==> src/rtl/board_ram_arbiter_if.sv <==
// Signal bundle between the game FSM, the VGA scanner, the board RAM and board_ram_arbiter.
// The arbiter takes the slave view; requesters and the RAM take the master view.
interface board_ram_arbiter_if;
  logic       SwapReq;
  logic [2:0] SwapAX;
  logic [2:0] SwapAY;
  logic [2:0] SwapBX;
  logic [2:0] SwapBY;
  logic       RandReq;
  logic [2:0] RandX;
  logic [2:0] RandY;
  logic       GameAck;
  logic       DispReq;
  logic [2:0] DispX;
  logic [2:0] DispY;
  logic       DispValid;
  logic [2:0] DispColor;
  logic [5:0] RamAddr;
  logic       RamWe;
  logic [2:0] RamWData;
  logic [2:0] RamRData;
  logic       Busy;

  modport slave (
    input  SwapReq, SwapAX, SwapAY, SwapBX, SwapBY,
    input  RandReq, RandX, RandY,
    input  DispReq, DispX, DispY,
    input  RamRData,
    output GameAck, DispValid, DispColor,
    output RamAddr, RamWe, RamWData, Busy
  );

  modport master (
    output SwapReq, SwapAX, SwapAY, SwapBX, SwapBY,
    output RandReq, RandX, RandY,
    output DispReq, DispX, DispY,
    output RamRData,
    input  GameAck, DispValid, DispColor,
    input  RamAddr, RamWe, RamWData, Busy
  );
endinterface

==> src/rtl/board_ram_arbiter.sv <==
// Sole master of the 8x8 board colour RAM: atomic swaps, LFSR random fills and display reads.
// Define ARB_DISPLAY_PRIORITY_EN for strict display priority; otherwise game/display round robin.
module board_ram_arbiter (
  input  logic Clk,
  input  logic Reset,
  board_ram_arbiter_if.slave bus
);

  typedef enum logic [3:0] {
    IDLE, SW_RDA, SW_RDB, SW_WRA, SW_WRB, RND_WR, DSP_RD, DSP_DAT, ACK
  } stateT;

  stateT      state, nextState;
  logic [7:0] lfsr;
  logic       rrLast;
  logic [2:0] colA;
  logic [2:0] randColor;
  logic [2:0] dispColorQ;
  logic [2:0] wDataQ, wDataNext;
  logic [5:0] addrQ, addrNext;
  logic [5:0] addrA, addrB, randAddr, dispAddr;
  logic       weQ, weNext;
  logic       ackQ, ackNext;
  logic       validQ, validNext;
  logic       busyQ;
  logic       gameReq, grantDisp;

  assign addrA    = {bus.SwapAY, bus.SwapAX};
  assign addrB    = {bus.SwapBY, bus.SwapBX};
  assign randAddr = {bus.RandY, bus.RandX};
  assign dispAddr = {bus.DispY, bus.DispX};
  assign gameReq  = bus.SwapReq | bus.RandReq;

  // Fold 6 and 7 back onto 0 and 1 so every fill colour is in 0..5.
  assign randColor = (lfsr[2:0] >= 3'd6) ? (lfsr[2:0] - 3'd6) : lfsr[2:0];

  always_comb begin
    nextState = state;
    grantDisp = 1'b0;
    addrNext  = addrQ;
    weNext    = 1'b0;
    wDataNext = wDataQ;
    ackNext   = 1'b0;
    validNext = 1'b0;

    case (state)
      IDLE: begin
`ifdef ARB_DISPLAY_PRIORITY_EN
        grantDisp = bus.DispReq;
`else
        // rrLast high means display had the previous grant, so game wins a tie.
        grantDisp = bus.DispReq & (~gameReq | ~rrLast);
`endif
        if (grantDisp)
          nextState = DSP_RD;
        else if (gameReq)
          nextState = bus.SwapReq ? SW_RDA : RND_WR;
      end
      SW_RDA:  nextState = SW_RDB;
      SW_RDB:  nextState = SW_WRA;
      SW_WRA:  nextState = SW_WRB;
      SW_WRB:  nextState = ACK;
      RND_WR:  nextState = ACK;
      DSP_RD:  nextState = DSP_DAT;
      DSP_DAT: nextState = IDLE;
      ACK:     nextState = IDLE;
      default: nextState = IDLE;
    endcase

    // Registered outputs are loaded with the values belonging to the state being entered.
    case (nextState)
      SW_RDA:  addrNext = addrA;
      SW_RDB:  addrNext = addrB;
      SW_WRA: begin
        addrNext = addrA;
        weNext   = 1'b1;
      end
      SW_WRB: begin
        addrNext  = addrB;
        weNext    = 1'b1;
        wDataNext = colA;
      end
      RND_WR: begin
        addrNext  = randAddr;
        weNext    = 1'b1;
        wDataNext = randColor;
      end
      DSP_RD:  addrNext  = dispAddr;
      DSP_DAT: validNext = 1'b1;
      ACK:     ackNext   = 1'b1;
      default: ;
    endcase
  end

  always_ff @(posedge Clk) begin
    if (Reset) begin
      state      <= IDLE;
      lfsr       <= 8'hA5;
      rrLast     <= 1'b1;
      colA       <= 3'd0;
      dispColorQ <= 3'd0;
      addrQ      <= 6'd0;
      weQ        <= 1'b0;
      wDataQ     <= 3'd0;
      ackQ       <= 1'b0;
      validQ     <= 1'b0;
      busyQ      <= 1'b0;
    end else begin
      state  <= nextState;
      lfsr   <= {lfsr[6:0], lfsr[7] ^ lfsr[5] ^ lfsr[4] ^ lfsr[3]};
      if (state == IDLE && nextState != IDLE)
        rrLast <= grantDisp;
      if (state == SW_RDB)
        colA <= bus.RamRData;
      if (state == DSP_DAT)
        dispColorQ <= bus.RamRData;
      addrQ  <= addrNext;
      weQ    <= weNext;
      wDataQ <= wDataNext;
      ackQ   <= ackNext;
      validQ <= validNext;
      busyQ  <= (nextState != IDLE);
    end
  end

  // B's colour and the display colour only exist on the RAM's registered output in
  // SW_WRA / DSP_DAT, so those two cycles forward it; every other cycle shows the register.
  assign bus.RamAddr   = addrQ;
  assign bus.RamWe     = weQ;
  assign bus.RamWData  = (state == SW_WRA) ? bus.RamRData : wDataQ;
  assign bus.GameAck   = ackQ;
  assign bus.DispValid = validQ;
  assign bus.DispColor = (state == DSP_DAT) ? bus.RamRData : dispColorQ;
  assign bus.Busy      = busyQ;

endmodule

==> src/flat_wrapper.sv <==
// flat-port wrapper written by rule: the top's interface ports become plain ports
module board_ram_arbiter_flat 
  (Clk, Reset, bus_SwapReq, bus_SwapAX, bus_SwapAY, bus_SwapBX, bus_SwapBY, bus_RandReq, bus_RandX, bus_RandY, bus_DispReq, bus_DispX, bus_DispY, bus_RamRData, bus_GameAck, bus_DispValid, bus_DispColor, bus_RamAddr, bus_RamWe, bus_RamWData, bus_Busy);
  board_ram_arbiter_if bus_i ();
  input  logic Clk;
  input  logic Reset;
  input wire logic [$bits(bus_i.SwapReq)-1:0] bus_SwapReq;
  input wire logic [$bits(bus_i.SwapAX)-1:0] bus_SwapAX;
  input wire logic [$bits(bus_i.SwapAY)-1:0] bus_SwapAY;
  input wire logic [$bits(bus_i.SwapBX)-1:0] bus_SwapBX;
  input wire logic [$bits(bus_i.SwapBY)-1:0] bus_SwapBY;
  input wire logic [$bits(bus_i.RandReq)-1:0] bus_RandReq;
  input wire logic [$bits(bus_i.RandX)-1:0] bus_RandX;
  input wire logic [$bits(bus_i.RandY)-1:0] bus_RandY;
  input wire logic [$bits(bus_i.DispReq)-1:0] bus_DispReq;
  input wire logic [$bits(bus_i.DispX)-1:0] bus_DispX;
  input wire logic [$bits(bus_i.DispY)-1:0] bus_DispY;
  input wire logic [$bits(bus_i.RamRData)-1:0] bus_RamRData;
  output wire logic [$bits(bus_i.GameAck)-1:0] bus_GameAck;
  output wire logic [$bits(bus_i.DispValid)-1:0] bus_DispValid;
  output wire logic [$bits(bus_i.DispColor)-1:0] bus_DispColor;
  output wire logic [$bits(bus_i.RamAddr)-1:0] bus_RamAddr;
  output wire logic [$bits(bus_i.RamWe)-1:0] bus_RamWe;
  output wire logic [$bits(bus_i.RamWData)-1:0] bus_RamWData;
  output wire logic [$bits(bus_i.Busy)-1:0] bus_Busy;
  assign bus_i.SwapReq = bus_SwapReq;
  assign bus_i.SwapAX = bus_SwapAX;
  assign bus_i.SwapAY = bus_SwapAY;
  assign bus_i.SwapBX = bus_SwapBX;
  assign bus_i.SwapBY = bus_SwapBY;
  assign bus_i.RandReq = bus_RandReq;
  assign bus_i.RandX = bus_RandX;
  assign bus_i.RandY = bus_RandY;
  assign bus_i.DispReq = bus_DispReq;
  assign bus_i.DispX = bus_DispX;
  assign bus_i.DispY = bus_DispY;
  assign bus_i.RamRData = bus_RamRData;
  assign bus_GameAck = bus_i.GameAck;
  assign bus_DispValid = bus_i.DispValid;
  assign bus_DispColor = bus_i.DispColor;
  assign bus_RamAddr = bus_i.RamAddr;
  assign bus_RamWe = bus_i.RamWe;
  assign bus_RamWData = bus_i.RamWData;
  assign bus_Busy = bus_i.Busy;
  board_ram_arbiter u_core (.Clk(Clk), .Reset(Reset), .bus(bus_i));
endmodule
==> config.mk <==
export PLATFORM = sky130hd
export DESIGN_NAME = board_ram_arbiter_flat
export DESIGN_NICKNAME = d
export VERILOG_FILES = /design/src/rtl/board_ram_arbiter_if.sv /design/src/rtl/board_ram_arbiter.sv /design/src/flat_wrapper.sv
export SDC_FILE = /design/constraint.sdc
export NUM_CORES = 1
export LEC_CHECK = 0
export ABC_AREA = 1
export BUFFER_PORTS_ARGS = -buffer_cell sky130_fd_sc_hd__buf_2
export CORE_MARGIN = 3
export CORE_UTILIZATION = 40
export DETAILED_ROUTE_END_ITERATION = 6
export PLACE_DENSITY = 0.65
export SYNTH_ARGS = -nofsm -noshare
export SYNTH_HDL_FRONTEND = slang
export SYNTH_SLANG_ARGS = --single-unit
export TNS_END_PERCENT = 30
==> constraint.sdc <==
create_clock -name Clk -period 3.15 [get_ports Clk]
set_input_delay 0.315 -clock Clk [delete_from_list [all_inputs] [get_ports Clk]]
set_output_delay 0.315 -clock Clk [all_outputs]
set_load 0.05 [all_outputs]
# Yosys cells after proc, flatten, opt, wreduce, memory -nomap -nowiden

Cells that the tools add are included.

Bits in registers: 32

Multiplexer cells: 13
Magnitude comparators: 1
Bitwise operators: 8
Equality and inequality tests: 15
Reductions and logical operators: 9
$add $sub $neg: 1

Operator list:

| kind                                                | number |
|---|---|
| equality test 4 x 3 -> 1 bit, second input constant | 8 |
| one-hot mux 4 bit (6 select lines)                  | 1 |
| one-hot mux 6 bit (4 select lines)                  | 1 |
| equality test 4 x 2 -> 1 bit, second input constant | 4 |
| 2-to-1 mux 3 bit                                    | 4 |
| equality test 4 x 1 -> 1 bit, second input constant | 2 |
| 2-to-1 mux 4 bit                                    | 2 |
| nonzero test 4 bit                                  | 2 |
| one-hot mux 3 bit (2 select lines)                  | 1 |
| OR reduction 2 bit                                  | 3 |
| equality test 4 bit, second input constant          | 1 |
| zero test 4 bit                                     | 1 |
| 2-to-1 mux 1 bit                                    | 4 |
| >= comparator 3 bit, second input constant          | 1 |
| OR reduction 3 bit                                  | 1 |
| subtractor 3 bit, second input constant             | 1 |
| bitwise XOR 1 bit                                   | 3 |
| inverter 1 bit                                      | 2 |
| OR 1 bit                                            | 2 |
| nonzero test 2 bit                                  | 1 |
| AND 1 bit                                           | 1 |
| logical AND 1 bit                                   | 1 |

# Depth between registers and ports, before layout

Gate-level depths: netlist of the first run.

Word-level depth: 9
Mapped depth: 11

# Least setup slack after synthesis of the first run

Ideal clock, no wire load.

Kind: register to output
From: register u_core.state[1]
To: output bus_RamWData[0]
Required time: 2.835 ns
Data arrival time: 2.025 ns
Path slack: 0.810 ns
Path buffers: 0
Stages on the path, launching flop included: 5
Cell sequence: dfxtp_1 -> nand2_1 -> nor2_1 -> inv_1 -> o21ai_0

Longest elaborated chain between the ends: 2

RTL lines:

| element                      | RTL line                 | text |
|---|---|---|
| from (decl)                  | board_ram_arbiter.sv:13  | `stateT state, nextState;` |
| from (signal assigned)       | board_ram_arbiter.sv:109 | `state <= nextState;` |
| equality test 4 x 2 -> 1 bit | board_ram_arbiter.sv:130 | `assign bus.RamWData = (state == SW_WRA) ? bus.RamRData : wDataQ;` |
| 2-to-1 mux 3 bit             | board_ram_arbiter.sv:130 |  |
| to (decl)                    | flat_wrapper.sv:24       | `output wire logic [$bits(bus_i.RamWData)-1:0] bus_RamWData;` |

No other way between the ends.

# Final worst setup path of the first run

From: register u_core.state[1]
To: output bus_RamWData[1]

The elaborated chain is that of the path after synthesis.

==> metrics.txt, run 1 <==
status=finished, final reports clean; Area Growth Syn to Fin=25.61%; Die X=67.93 um; Max clock buf depth=2; Slew Viols, Final=0; initial antenna violation count=0; Cell Area, Placed=1815 um^2; vias in the first global route=1275; routed vias/inst=4.858; CP Cell Sequence=nand2_1, nor2_1, inv_1, o21ai_0, buf_2; gpl congestion=0.7592; Crit Path Class=flop to output port; most common cell in the netlist=nand2_1; # fillers=368; Leak=0.9854 nW; Hold Fails Final Rpt=0; TritonCTS clock tree=yes; Syn. warnings=0; Routed WL=3511 um; sequential fraction of the synthesis area=41.76%; Post-synth top cells=nand2_1, dfxtp_1, inv_1; Synthesized Nets=236; Max Freq=0.4749 GHz; max cap viols=0; CTS H-tree lvls=2; Distinct cells, synth=28; Crit-path slowest cell=dfxtp_1; DR WL/cell=11.63 um; Final Cycle Share=66.85%; Routed Antenna Nets=0; Worst EP required=2.83 ns; mapped cell area=1534 um^2; syn_area_per_cell=7.519 um^2; Slew headroom=63.56%; met1 WL=1654 um; Post-layout nets=287; Pre-antenna DRT Iters=4; Reg2Reg Launch Point=u_core.state[2]$_SDFF_PP0_; met2 routed WL=1631 um; Gate Count Post-Synth=204; Place WS=1.362 ns; Worst Setup EP=bus_RamWData[1]; PnR worst setup slack=1.044 ns; PwrDens=1123 nW/um^2; FF-to-FF setup slack=1.46 ns; startpoint types=flop; PortBufs=47; area share of the largest cell type after synthesis=41.76%; clock root cell=clkbuf_8; R2R cell count=10; Overflow after GRT=0; Worst setup startpoint=u_core.state[1]$_SDFF_PP0_; Antenna Diode Count=0; DP Wirelength=2543 um; Hold Buf Count CTS=0; Fin Hold WS=0.2860 ns; DR WL met3=180 um; total chip power=2.164 mW; Synth area leaders=dfxtp_1, nand2_1, nand3_1; postcts setup bufs=0; Clock transition at path regs=0.07 ns; cell taking the most area after synthesis=dfxtp_1; worst hold-check path type=input pin to flop; Starting DRT DRC Count=57; share of layout cells above drive strength 1=32.03%; ys async rst share=0%; RSZ-0062 raised after global routing=false; R2R Path End=u_core.wDataQ[2]$_SDFFE_PP0P_; Max FO, Critical Path=7; #FFs+latches synth=32; Worst setup EP type=output port; num rows=21; Die ar.=4614 um^2; cts repair resizes=0; # IOs=48; final setup violation count=0; final instance area=1927 um^2; Clock Latency Late Sink=0.28 ns; Core ar.=3521 um^2; Starting Density=43.57%; total negative slack=0 ns; worst slew pin tran=0.5437 ns; Post-synth EDFFs=0; Util after Layout=54.73%; Worst VDD drop=0.5355 mV; DRC=0; All-Layer GR Usage=16.43%; largest net degree at the start of global routing=29; clock sinks=32; dominant synthesized flop cell=dfxtp_1; routed vias=1467; fin cells=302; Placed Cells=294; TritonCTS buffer count=5; Die Height=67.93 um; crit path time final=2.106 ns; clock skew=0.003286 ns; first-pass GRT wire length=5582 um; CP peak stage delay=0.47 ns; Worst EP arrival=1.79 ns; top sig layer=met4
==> how the worst min path moves through the flow <==
stage	cells after the start	from	to
after floorplan	1	u_core.lfsr[6]$_SDFF_PP0_	u_core.lfsr[7]$_SDFF_PP1_
after global placement	1	u_core.lfsr[6]$_SDFF_PP0_	u_core.lfsr[7]$_SDFF_PP1_
after detailed placement	1	u_core.lfsr[6]$_SDFF_PP0_	u_core.lfsr[7]$_SDFF_PP1_
after CTS	3	bus_RamRData[2]	u_core.colA[2]$_SDFFE_PP0P_
after global routing	3	bus_RamRData[1]	u_core.colA[1]$_SDFFE_PP0P_
final	3	bus_RamRData[2]	u_core.colA[2]$_SDFFE_PP0P_
==> cell type report <==
cell class                      instances  area [um^2]  share of cell area [%]
Clock buffer                            5        68.82                   3.571
Clock inverter                          3        42.54                   2.208
Inverter                               27        101.3                   5.260
Multi-Input combinational cell        142        780.7                   40.52
Sequential cell                        32        640.6                   33.25
Tap cell                               46        57.56                   2.987
Timing Repair Buffer                   47        235.2                   12.21
==> placed cells by master (no fill, tap or decap) <==
cell type,count
o21ai_1,3
clkbuf_8,5
inv_2,6
nor2_1,20
nand2_1,37
o21ai_4,1
nand2_8,1
a21oi_1,13
nor3_1,4
nor2_2,2
nand3_1,20
nor2_4,3
o21bai_1,1
nor3_2,1
nand2_4,5
a31oi_1,1
nand4_1,6
clkinvlp_4,1
inv_1,21
bufinv_16,1
clkinv_2,1
nor2_8,1
dfxtp_1,32
o22ai_1,1
o21ai_0,13
nand3_2,1
nand2_2,2
xor2_1,1
buf_2,47
or2_2,3
xnor2_1,1
a21oi_4,1
==> critical path: cells and delay by family, from the launching register on <==
kind | cells | cell delay [ns]
compound gates | 1 | 0.20
buf+inv | 2 | 0.48
simple gates | 2 | 0.37
flops | 1 | 0.47
==> power breakdown <==
part | internal (mW) | switching [mW] | total (mW)
clock | 0.234 | 0.155 | 0.389
sequential | 0.513 | 0.0679 | 0.581
combinational | 0.354 | 0.841 | 1.19
==> cells by family after synthesis <==
logic type | Yosys count | synth area share [%]
AO/OA/AOI/OAI | 34 | 12.89
XOR/XNOR | 2 | 1.142
flip-flops | 32 | 41.76
AND/OR/NAND/NOR | 106 | 36.87
buffers and inverters | 30 | 7.341
==> sequential cells by signal (all words and copies together), names as in the netlist, 3 cells and up <==
signal and count:
u_core.lfsr 8, u_core.bus.RamAddr 6, u_core.state 4, u_core.colA 3, u_core.dispColorQ 3, u_core.wDataQ 3
==> routing by layer <==
layer  global-route usage (%)  vias up
li1                         -      768
met1                    20.52      656
met2                    25.51       38
met3                    5.911        5
met4                    6.700        0
met5                        0        -
Power figures use the tool's default switching activity.
==> inputs of run 2 (changes only) <==
Clock period 3.15 ns to 2.1 ns, I/O delays scaled along.
==> run 2 against run 1 <==
Against the previous run:
- global-route usage down 0.29 points
- largest cell class unchanged
- sequential share of layout area up 0.065 points
- critical endpoint is now bus_RamWData[0]
- first-iteration DRC count up 28%
==> metrics.txt, run 2 (synthesis gave the netlist of run 1 again) <==
max cap viols=0 (unchanged); Worst EP required=1.89 ns (-0.94 ns); Clock transition at path regs=0.07 ns (about the same); grt met3 use=4.433% (-1.5 points); Area Growth Syn to Fin=25.61% (unchanged); DP Wirelength=2536 um (-0.29%); worst hold-check path type=input pin to flop; Reg area=641.9 um^2 (+0.20%); Routed WL=3487 um (-0.68%); # IOs=48 (unchanged); busiest metal layer after global routing=met2; Routed Antenna Nets=0 (unchanged); Sw Pwr=1.574 mW (+48%); share of layout cells above drive strength 1=32.42% (+0.39 points); Max Freq=0.5236 GHz; Clock Latency Late Sink=0.28 ns (about the same); Final Cycle Share=90.94%; DR WL/cell=11.55 um (-0.68%); CTS H-tree lvls=2 (unchanged); Worst VDD drop=0.9459 mV (+77%); crit path time final=1.910 ns; Hold Fails Final Rpt=0 (unchanged); startpoint types=flop; TritonCTS clock tree=yes; total chip power=3.233 mW (+49%); Biggest register=u_core.lfsr; number of flip-flops in the largest register=8 (unchanged); Hold Buf Count CTS=0 (unchanged); CP Cell Sequence=nor2_4, inv_1, nor2_1, inv_2, o21ai_0, buf_2; All-Layer GR Usage=16.14% (-0.29 points); initial antenna violation count=0 (unchanged); Max FO, Critical Path=7 (unchanged); final setup violation count=0 (unchanged); Net Sw Frac=48.69% (-0.48 points); clock sinks=32 (unchanged); area of the multi-input gates=780.7 um^2 (unchanged); Slew headroom=61.06% (-2.5 points); Die Height=67.93 um (unchanged); final instance area=1927 um^2 (unchanged); routing usage on met2=26.59% (+1.1 points); DRC=0 (unchanged); # fillers=358 (-2.7%); fin cells=302 (unchanged); commonest non-fill, non-tap cell in the layout=buf_2; Cell Area, Placed=1815 um^2 (unchanged); TritonCTS buffer count=5 (unchanged); sequential power share=26.9% (about the same); postcts setup bufs=0 (unchanged); Starting Density=43.57% (unchanged); Pre-antenna DRT Iters=4 (unchanged); most frequent cells in the layout=buf_2, nand2_1, dfxtp_1; Worst setup EP type=output port; Starting DRT DRC Count=73 (+28%); PwrDens=1678 nW/um^2 (+49%); PortBufs=47 (unchanged); Crit-path slowest cell=dfxtp_1; Crit Path Class=flop to output port; worst slew pin tran=0.5809 ns (+0.03719 ns); clock root cell=clkbuf_8; cell internal pwr=1.659 mW (+51%); vias in the first global route=1258 (-1.3%); Worst EP arrival=1.70 ns (-0.09 ns); routed vias/inst=4.861 (about the same); met1 usage=19.38% (-1.1 points); first-pass GRT wire length=5561 um (-0.38%); FF-to-FF setup slack=0.47 ns (-0.99 ns); Die ar.=4614 um^2 (unchanged); Antenna Diode Count=0 (unchanged); Die X=67.93 um (unchanged); largest net degree at the start of global routing=29 (unchanged); num rows=21 (unchanged); CP peak stage delay=0.36 ns (-0.11 ns); routed vias=1468 (+0.068%); Slew Viols, Final=0 (unchanged); status=finished, final reports clean; Clock power frac=17.7% (-0.3 points); clock skew=0.004825 ns (+0.001539 ns); gpl congestion=0.7649 (+0.75%); Overflow after GRT=0 (unchanged); Leak=0.9866 nW (+0.12%); Core ar.=3521 um^2 (unchanged); RSZ-0062 raised after global routing=false; Post-layout nets=287 (unchanged); Placed Cells=294 (unchanged); Max clock buf depth=2 (unchanged); power share of the combinational group=55.4% (+0.2 points)
## run 2: changes by cell type in the layout (fill, tap and decap cells not counted)
cell / previous run / this run
dfxtp_2: 0 / 1
buf_2: 47 / 46
inv_1: 21 / 20
clkbuf_1: 0 / 1
clkinvlp_4: 1 / 0
dfxtp_1: 32 / 31
inv_2: 6 / 7
clkbuf_4: 0 / 1
## run 2: timing repair
item | in CTS | in global routing
gates resized for setup | 0 | 3
endpoints found under the hold margin | 0 | 0
endpoints found under the setup margin | 0 | 5
## run 2: path summary, 6_finish.rpt
kind,startpoint,endpoint,cells after the start
worst max-delay path,u_core.state[2]$_SDFF_PP0_,bus_RamWData[0],6
worst min-delay path,bus_RamRData[2],u_core.colA[2]$_SDFFE_PP0P_,3
worst max register to register,u_core.state[2]$_SDFF_PP0_,u_core.wDataQ[2]$_SDFFE_PP0P_,10
worst min register to register,u_core.lfsr[6]$_SDFF_PP0_,u_core.lfsr[7]$_SDFF_PP1_,1
## run 2: power groups by stage
stage / combinational, mW / clock (mW) / sequential [mW]
6_report: 1.79 / 0.572 / 0.870
3_5_place_dp: 1.79 / 0 / 0.881
3_3_place_gp: 1.79 / 0 / 0.879
4_1_cts: 1.79 / 0.590 / 0.869
2_1_floorplan: 1.26 / 0 / 1.05
5_1_grt: 1.99 / 0.614 / 0.891
## run 2: routing by layer
metal  routed length [um]  vias to the layer above
li1                     -                      769
met1                 1571                      662
met2                 1708                       31
met3                  169                        6
met4                   38                        0
met5                    0                        -
## run 2: final cells by class
cell class | count | share of cell area (%)
multi-input cells | 142 | 40.52
flip-flops and latches | 32 | 33.31
repair buffers | 47 | 12.34
inverters | 27 | 5.260
clock buffers | 6 | 3.766
well taps | 46 | 2.987
clock inverters | 2 | 1.818
## run 2: critical path, delay by kind of cell (launching register included)
kind | cells | cell delay [ns]
AOI/OAI and AO/OA | 1 | 0.17
buffers and inverters | 3 | 0.50
DFF | 1 | 0.36
and+or+nand+nor | 2 | 0.39
## run 2: through the flow
step | hold slack (ns) | utilization (%) | setup slack [ns] | TNS (ns)
after floorplan | 0.3530 | - | -0.1352 | -0.4055
after global placement | 0.3973 | 51.56 | 0.4311 | 0
after detailed placement | 0.3982 | 51.56 | 0.4249 | 0
after CTS | 0.1799 | 54.62 | 0.1041 | 0
after global routing | 0.2151 | 54.73 | 0.02339 | 0
final | 0.1824 | 54.73 | 0.1902 | 0
